--- src/rtl/serial_binary_subtractor.sv ---
// Bit-serial WIDTH-bit subtractor: {B_out, Diff} = A - B - B_in, one bit per clock, LSB first.
// Start/done handshake. Results are registered and held until the next completion.
module serial_binary_subtractor #(
  parameter int WIDTH = 4
) (
  input  logic             clock,
  input  logic             reset,
  input  logic             start,
  input  logic [WIDTH-1:0] A,
  input  logic [WIDTH-1:0] B,
  input  logic             B_in,
  output logic             busy,
  output logic             done,
  output logic [WIDTH-1:0] Diff,
  output logic             B_out
);

  // state | meaning
  // IDLE  | waiting for start
  // SHIFT | processing one operand bit per edge
  // DONE  | one-cycle result strobe; start here chains the next operation
  typedef enum logic [1:0] {
    IDLE  = 2'd0,
    SHIFT = 2'd1,
    DONE  = 2'd2
  } state_t;

  localparam int CW = (WIDTH > 2) ? $clog2(WIDTH) : 1;

  state_t           state, state_next;
  logic [WIDTH-1:0] a_sr, b_sr, d_sr;
  logic             borrow;
  logic [CW-1:0]    count;
  logic [WIDTH-1:0] diff_q;
  logic             b_out_q;

  logic bit_a, bit_b, bit_d, borrow_next, last_bit, load;

  assign bit_a       = a_sr[0];
  assign bit_b       = b_sr[0];
  assign bit_d       = bit_a ^ bit_b ^ borrow;
  assign borrow_next = (~bit_a & bit_b) | (~(bit_a ^ bit_b) & borrow);
  assign last_bit    = (count == CW'(WIDTH - 1));
  assign load        = start && ((state == IDLE) || (state == DONE));

  always_ff @(posedge clock) begin
    if (reset) state <= IDLE;
    else       state <= state_next;
  end

  always_comb begin
    state_next = state;
    case (state)
      IDLE:    if (start) state_next = SHIFT;
      SHIFT:   if (last_bit) state_next = DONE;
      DONE:    state_next = start ? SHIFT : IDLE;
      default: state_next = IDLE;
    endcase
  end

  always_ff @(posedge clock) begin
    if (reset) begin
      a_sr    <= '0;
      b_sr    <= '0;
      d_sr    <= '0;
      borrow  <= 1'b0;
      count   <= '0;
      diff_q  <= '0;
      b_out_q <= 1'b0;
    end else if (load) begin
      a_sr   <= A;
      b_sr   <= B;
      d_sr   <= '0;
      borrow <= B_in;
      count  <= '0;
    end else if (state == SHIFT) begin
      a_sr   <= {1'b0, a_sr[WIDTH-1:1]};
      b_sr   <= {1'b0, b_sr[WIDTH-1:1]};
      d_sr   <= {bit_d, d_sr[WIDTH-1:1]};
      borrow <= borrow_next;
      count  <= count + CW'(1);
      // Result registers only move on the completing edge
      if (last_bit) begin
        diff_q  <= {bit_d, d_sr[WIDTH-1:1]};
        b_out_q <= borrow_next;
      end
    end
  end

  assign busy  = (state == SHIFT);
  assign done  = (state == DONE);
  assign Diff  = diff_q;
  assign B_out = b_out_q;

endmodule

--- config.mk ---
export PLATFORM = sky130hd
export DESIGN_NAME = serial_binary_subtractor
export DESIGN_NICKNAME = d
export VERILOG_FILES = /design/src/rtl/serial_binary_subtractor.sv
export SDC_FILE = /design/constraint.sdc
export NUM_CORES = 1
export LEC_CHECK = 0
export ABC_AREA = 1
export CORE_ASPECT_RATIO = 2
export CORE_MARGIN = 5
export CORE_UTILIZATION = 35
export CTS_BUF_LIST = sky130_fd_sc_hd__clkbuf_16
export DETAILED_ROUTE_END_ITERATION = 8
export GPL_TIMING_DRIVEN = 1
export PLACE_DENSITY = 0.54
export SLEW_MARGIN = 20
export SYNTH_ARGS = -nofsm -noshare
export SYNTH_HDL_FRONTEND = slang
export SYNTH_SLANG_ARGS = --single-unit
--- constraint.sdc ---
create_clock -name clock -period 1.3 [get_ports clock]
set_input_delay 0.26 -clock clock [delete_from_list [all_inputs] [get_ports clock]]
set_output_delay 0.26 -clock clock [all_outputs]
set_load 0.1 [all_outputs]
== After elaboration in Yosys (flattened, before gate mapping) ==
Index checks and enable logic that the tools add are counted.

* Register bits: 22
* Output and inout port bits: 7
* Logic and storage cells: 39
* Input bits: 12

* Bitwise logic cells: 8
* Add/sub/neg operators: 1
* Reduce and logical (&&, ||, !) cells: 7
* Eq/ne operators: 5
* Multiplexer cells: 10

{| class="wikitable"
|+ Operators by type and width
! kind !! number
|-
| $mux W4 || 4
|-
| $pmux W2 S3 || 1
|-
| $eq A2 B2 Y1 const B || 2
|-
| $mux W2 || 2
|-
| $mux W1 || 3
|-
| $not A1 Y1 || 3
|-
| $reduce_and A3 Y1 || 1
|-
| $add A2 B1 Y2 const B || 1
|-
| $and A1 B1 Y1 || 2
|-
| $eq A2 B1 Y1 const B || 1
|-
| $logic_not A2 Y1 || 1
|-
| $ne A2 B1 Y1 const B || 1
|-
| $ne A2 B2 Y1 const B || 1
|-
| $reduce_and A2 Y1 || 1
|-
| $reduce_bool A2 Y1 || 1
|-
| $reduce_or A2 Y1 || 1
|-
| $xor A1 B1 Y1 || 2
|-
| $logic_and A1 B1 Y1 || 1
|-
| $logic_or A1 B1 Y1 || 1
|-
| $or A1 B1 Y1 || 1
|}

== Logic depth before layout (Yosys ltp) ==
Gate-level depths: netlist (run 1).

* Depth after elaboration: 6
* Gate-level depth with buffers: 7
* Mapped depth without buffers: 7

== Worst setup path before layout (run 1) ==
Ideal clock, no wire load.

* Path type: reg2out
* Start: register state[1]
* End: output port done
* Cell stages (with the launch flop): 3
* Required time: 1.040 ns
* Path slack: -0.734 ns
* Arrival time: 1.774 ns
* Buffers on the path: 0
* Cells stage by stage: dfxtp_1 -> inv_2 -> nor2_1

* Longest elaborated chain between the ends: 1

{| class="wikitable"
|+ Ends and longest elaborated chain
! item !! line !! RTL
|-
| start: declaration || 30 || <nowiki>state_t state, state_next;</nowiki>
|-
| start signal: assignment || 48 || <nowiki>else state <= state_next;</nowiki>
|-
| $eq A2 B2 Y1 || 91 || <nowiki>assign done = (state == DONE);</nowiki>
|-
| end: declaration || 13 || <nowiki>output logic done,</nowiki>
|}

Every way passes these cells.

== Worst setup path in the final report (run 1) ==
Ends and elaborated chain as after synthesis.

==> results.yml, run 1 <==
grt:
  overflow: 0
  grt_pass1_wl_mm: 3.68
  first_global_vias: 849
  antenna_found_initial: 0
  grt_max_degree: 15
  grt_use_total_pct: 12.4
placed_design:
  place_congestion: 0.766
  hpwl_mm: 1.80
  io_buffers: 18
timing:
  fmax_mhz: 788
  slew_headroom_pct: 79.0
  finClkSkew_ns: 0.00433
  worst_pin_slew_ns: 0.315
  holdWs_ns: 0.471
  setup_violations: 0
  hold_violations: 0
  fin_crit_sh_pct: 97.6
  drv_slew: 0
  min_period_ns: 1.27
worst_setup_path:
  r2r_start: "b_sr[0]$_SDFFE_PP0P_"
  cp_max_fo: 4
  reg2reg_depth: 4
  cp_data_required_time_ns: 1.04
  startpoint_type: "flop"
  path_cells: "inv_6, nor2_4, buf_12"
  end_kind: "primary output"
  cpPeakStageDelay_ns: 0.40
  rrSetupSlack_ns: 0.12
  cp_data_arrival_time_ns: 1.01
  cp_num_buf_inv: 2
  crit_slowest_cell: "dfxtp_4"
  critical_path.top_delay_family: "flip-flops"
  critPathKind: "reg -> out"
  rr_endpoint: "d_sr[3]$_SDFFE_PP0N_"
yosys:
  yosysMostFrequentCell: "nand2_1"
  synth_edf_count: 0
  yosys-top-cells-area: "dfxtp_1 (43%), nand2_1 (10%), nor2_1 (8.1%), inv_1 (5.0%), nand3_1 (4.6%)"
  yosysTopAreaCellShare_pct: 43.4
  synthFlopType: "dfxtp_1"
  avgSynthCellArea_um2: 7.76
  yosysSeqAreaShare_pct: 43.4
  yosysUniqueCellTypes: 24
  synthCells: 125
  synthTopCellsByCount: "nand2_1 (26), dfxtp_1 (21), nor2_1 (21), inv_1 (13), nand3_1 (9)"
  async_reset_ff_share_pct: 0
  ys_ff_latch: 21
  syn-num-nets: 139
  synth_area_um2: 970
  synth_area_leader_cell: "dfxtp_1"
  yosys_warnings: 0
cts:
  cts_hold_buf: 0
  clkLatencyLatePin_ns: 0.25
  cts_made_buffers: 3
  clockBufferDepth: 2
  cts_root_buf: "clkbuf_16"
  cts_tree: "yes"
  cts_max_level: 1
  clock-sinks: 21
  clkTransAtPathRegs_ns: 0.06
cells_and_area:
  drive_above_1_share_pct: 23.4
  nFillCells: 268
  nNetsFinal: 169
  num_antenna_cells: 0
  areaGrowthSynthToFinish_pct: 46.5
route:
  drc: 0
  ant_nets: 0
  first_iter_violations: 17
  avgViaCountPerCell: 4.74
  dr_total_vias: 867
  routedWlPerCell_um: 12.5
  finalWirelength_mm: 2.28
  dr.pass1.iters: 2
pwr:
  ir_drop_mv: 0.793
  total_power_mw: 1.63
  p_leak_nw: 0.624
  power_density_nw_per_um2: 1150
floorplanning:
  initial_core_util_pct: 35.9
  dieArea_um2: 3990
  coreArea_um2: 2700
  die_height_um: 84.4
  ios: 19
  rows: 27
  die_w_um: 47.2
status:
  outcome: "completed"
worst_hold_path:
  min_path_type: "reg -> reg"
  min_to: "count[1]$_SDFFE_PP0N_"
  hold_path.startpoint: "count[1]$_SDFFE_PP0N_"
  hold_path_depth: 2
run:
  cap_violations: 0
worst register-to-register path, delay by kind of cell (launching register included):
kind | cells | cell delay, ns
buffers and inverters | 1 | 0.06
adder cells (fa/ha/maj) | 1 | 0.54
AND/OR/NAND/NOR | 1 | 0.07
flip-flops | 1 | 0.33
AO/OA/AOI/OAI | 1 | 0.11
power breakdown:
part	leakage [nW]	total (mW)	switching [mW]	internal, mW
registers	0.173	0.696	0.0203	0.676
clock network	0.0409	0.650	0.237	0.413
logic	0.411	0.288	0.158	0.129
total	0.624	1.63	0.416	1.22
flip-flops by register name (all words and copies together) (netlist names):
name    flops
B_out       1
Diff        4
a_sr        4
b_sr        4
borrow      1
count       2
d_sr        3
state       2
placed cells by master, fill, tap and decap left out, drive strengths merged:
cell / Yosys / layout
a21oi: 8 / 8
buf: 2 / 17
clkbuf: 1 / 3
clkdlybuf4s50: 0 / 11
clkinv: 0 / 1
dfxtp: 21 / 21
fa: 1 / 1
ha: 1 / 1
inv: 15 / 15
nand2: 31 / 31
nand3: 9 / 9
nand3b: 3 / 3
nor2: 23 / 23
nor3: 3 / 3
o21ai: 6 / 6
xor2: 1 / 1
metrics by stage:
step / cells / setup slack [ns] / utilization (%) / TNS (ns) / area, um^2
4_1_cts: 180 / -0.00754 / 51.0 / -0.00754 / 1380
5_1_grt: 183 / -0.00551 / 52.5 / -0.00551 / 1420
6_report: 183 / 0.0308 / 52.5 / 0 / 1420
3_3_place_gp: 174 / -0.0806 / 47.4 / -0.643 / 1280
3_5_place_dp: 174 / -0.0790 / 47.4 / -0.712 / 1280
2_1_floorplan: 125 / 0.0146 / - / 0 / 981
per-layer routing:
| layer | vias up | share of wire (%) | wire length (um) | global-route usage, % |
|---|---|---|---|---|
| li1 | 451 | - | - | - |
| met1 | 400 | 36 | 823 | 13.7 |
| met2 | 12 | 58 | 1330 | 21.9 |
| met3 | 4 | 3.8 | 86 | 2.15 |
| met4 | 0 | 1.7 | 38 | 4.53 |
| met5 | - | 0 | 0 | 0 |
logic make-up (layout without fill, tap and decap cells):
| family | count (synthesis) | count (layout) | synth area share (%) |
|---|---|---|---|
| DFF | 21 | 21 | 43.4 |
| and+or+nand+nor | 69 | 69 | 36.6 |
| xor gates and xnor gates | 1 | 1 | 0.903 |
| adders and majority gates | 2 | 2 | 3.35 |
| buffers and inverters | 18 | 47 | 8.52 |
| AOI/OAI and AO/OA | 14 | 14 | 7.23 |
layout make-up:
cell class	count	area [um^2]	share of cell area, %
repair buffers	28	329	23.2
inverters	15	63.8	4.49
flip-flops and latches	21	428	30.1
well taps	29	36.3	2.56
clock buffers	3	75.1	5.29
clock inverters	1	5.00	0.352
multi-input cells	86	483	34.0
timing repair:
action | in CTS | in global routing
pin swaps | 0 | 3
resized for setup | 1 | 6
setup endpoints to repair | 2 | 3
buffers inserted | 2 | 3
how the worst max path moves through the flow:
stage	end	startpoint	depth (start not counted)	slack, ns
2_1_floorplan	Diff[0]$_SDFFE_PP0P_	Diff[0]$_SDFFE_PP0P_	2	0.01
3_3_place_gp	b_sr[2]$_SDFFE_PP0P_	start	8	-0.08
3_5_place_dp	b_sr[2]$_SDFFE_PP0P_	start	8	-0.08
4_1_cts	done	state[0]$_SDFFE_PP0P_	3	-0.008
5_1_grt	busy	state[0]$_SDFFE_PP0P_	3	-0.006
6_report	done	state[1]$_SDFFE_PP0P_	3	0.03
No activity file was read; power rests on OpenSTA's default activity.
==> run 2: changes to the inputs <==
REMOVE_ABC_BUFFERS = 1   (was not set)
==> run 2 against run 1 <==
Net effect:
- worst setup slack got worse by 0.012 ns
- combinational power shrank 5%
- non-clock buffer count decreased by 2
- cell count shrank 1.1%
- largest power group unchanged
- die area unchanged
- critical path type unchanged
- highest routed layer unchanged
- largest cell class unchanged
- count of clock-buffer cells in the layout stayed put
==> results.yml, run 2 (same netlist as run 1, synthesis figures left out) <==
route:
  dr_total_vias: 858
  dr.pass1.iters: 4
  ant_nets: 0
  drc: 0
  finalWirelength_mm: 2.15
  first_iter_violations: 23
  avgViaCountPerCell: 4.74
  routedWlPerCell_um: 11.9
timing:
  min_period_ns: 1.28
  setup_violations: 0
  setup_slack_ns: 0.0185
  holdWs_ns: 0.474
  slew_headroom_pct: 87.1
  grt_setup_unrepaired: "yes"
  fin_crit_sh_pct: 98.6
  drv_slew: 0
  finClkSkew_ns: 0.00299
  tns_ns: 0
  worst_pin_slew_ns: 0.193
  fmax_mhz: 780
  hold_violations: 0
floorplanning:
  die_height_um: 84.4
  die_w_um: 47.2
  dieArea_um2: 3990
  coreArea_um2: 2700
  rows: 27
  ios: 19
  initial_core_util_pct: 35.9
worst_setup_path:
  rrSetupSlack_ns: 0.13
  crit_slowest_cell: "dfxtp_4"
  end_kind: "primary output"
  cp_data_required_time_ns: 1.04
  critPathKind: "reg -> out"
  cp_num_buf_inv: 2
  cp_data_arrival_time_ns: 1.02
  r2r_start: "b_sr[0]$_SDFFE_PP0P_"
  reg2reg_depth: 4
  path_cells: "inv_4, nor2_8, buf_12"
  cp_max_fo: 6
  startpoint_type: "flop"
  rr_endpoint: "d_sr[3]$_SDFFE_PP0N_"
  cpPeakStageDelay_ns: 0.40
  critical_path.top_delay_family: "flip-flops"
grt:
  use_met1_pct: 12.3
  grtUsageMet2_pct: 22.4
  grt_use_met3_pct: 2.15
  grt_pass1_wl_mm: 3.71
  grt_use_total_pct: 12.5
  grt_busiest_layer: "met2"
  grt_max_degree: 15
  antenna_found_initial: 0
  first_global_vias: 906
  overflow: 0
cells_and_area:
  seq_area_um2: 428
  multi_input_comb_area_um2: 474
  areaGrowthSynthToFinish_pct: 43.1
  final_common_cell: "nand2_1"
  drive_above_1_share_pct: 21.7
  nFillCells: 261
  final_cell_mix: "nand2_1 (26), nor2_1 (20), dfxtp_1 (19)"
  nNetsFinal: 167
  num_antenna_cells: 0
placed_design:
  preCtsSetupSlack_ns: -0.0555
  io_buffers: 18
  hpwl_mm: 1.73
  place_congestion: 0.805
cts:
  cts_tree: "yes"
  cts_root_buf: "clkbuf_16"
  cts_max_level: 1
  clockBufferDepth: 2
  clkLatencyLatePin_ns: 0.25
  clock-sinks: 21
  clkTransAtPathRegs_ns: 0.05
  cts_hold_buf: 0
  cts_made_buffers: 3
pwr:
  ir_drop_mv: 0.834
  p_leak_nw: 0.611
  power_density_nw_per_um2: 1160
status:
  outcome: "completed"
worst_hold_path:
  min_to: "d_sr[1]$_SDFFE_PP0N_"
  hold_path.startpoint: "d_sr[1]$_SDFFE_PP0N_"
  min_path_type: "reg -> reg"
  hold_path_depth: 2
run:
  cap_violations: 0
-- run 2: per-layer routing --
metal	up-vias	routed length (um)
met5	-	0
met4	0	77
met3	8	96
met2	18	1230
met1	385	746
li1	447	-
-- run 2: worst max-delay path by stage --
| stage | from | endpoint | slack (ns) | cells past startpoint |
|---|---|---|---|---|
| detailed placement | start | borrow$_SDFFE_PP0P_ | -0.06 | 7 |
| global route | state[0]$_SDFFE_PP0P_ | busy | -0.01 | 3 |
| finish | state[0]$_SDFFE_PP0P_ | busy | 0.02 | 3 |
| global placement | start | borrow$_SDFFE_PP0P_ | -0.04 | 7 |
| floorplan | state[1]$_SDFFE_PP0P_ | done | -0.73 | 2 |
| CTS | state[0]$_SDFFE_PP0P_ | busy | 0.002 | 3 |
-- run 2: metrics by stage --
stage / power, mW / std cells / utilization (%) / cell area [um^2]
final: 1.61 / 181 / 51.3 / 1390
after detailed placement: 0.977 / 175 / 47.3 / 1280
after global placement: 0.976 / 175 / 47.3 / 1280
after floorplan: 0.873 / 122 / - / 946
after global routing: 1.69 / 181 / 51.3 / 1390
after CTS: 1.62 / 180 / 50.9 / 1380
-- run 2: tightest hold or removal path, cell delays in order (launching register included) --
cell	delay (ns)
dfxtp_1	0.31
nand2_1	0.06
a21oi_1	0.06
-- run 2: repair_timing --
action | in CTS | in global routing
pin swaps | 1 | 0
setup endpoints to repair | 2 | 2
gates cloned | 0 | 0
resized for setup | 5 | 1
buffers inserted | 1 | 1
-- run 2: power breakdown --
group / internal [mW] / switching, mW
clock: 0.413 / 0.227
sequential: 0.676 / 0.0224
combinational: 0.123 / 0.149
total: 1.21 / 0.399
-- run 2: area by class of cell --
class / count / area share [%]
clock buffer: 3 / 5.41
timing repair buffer: 26 / 22.4
sequential: 21 / 30.8
clock inverter: 1 / 0.361
inverter: 15 / 4.24
multi-input combinational: 86 / 34.2
tap: 29 / 2.61
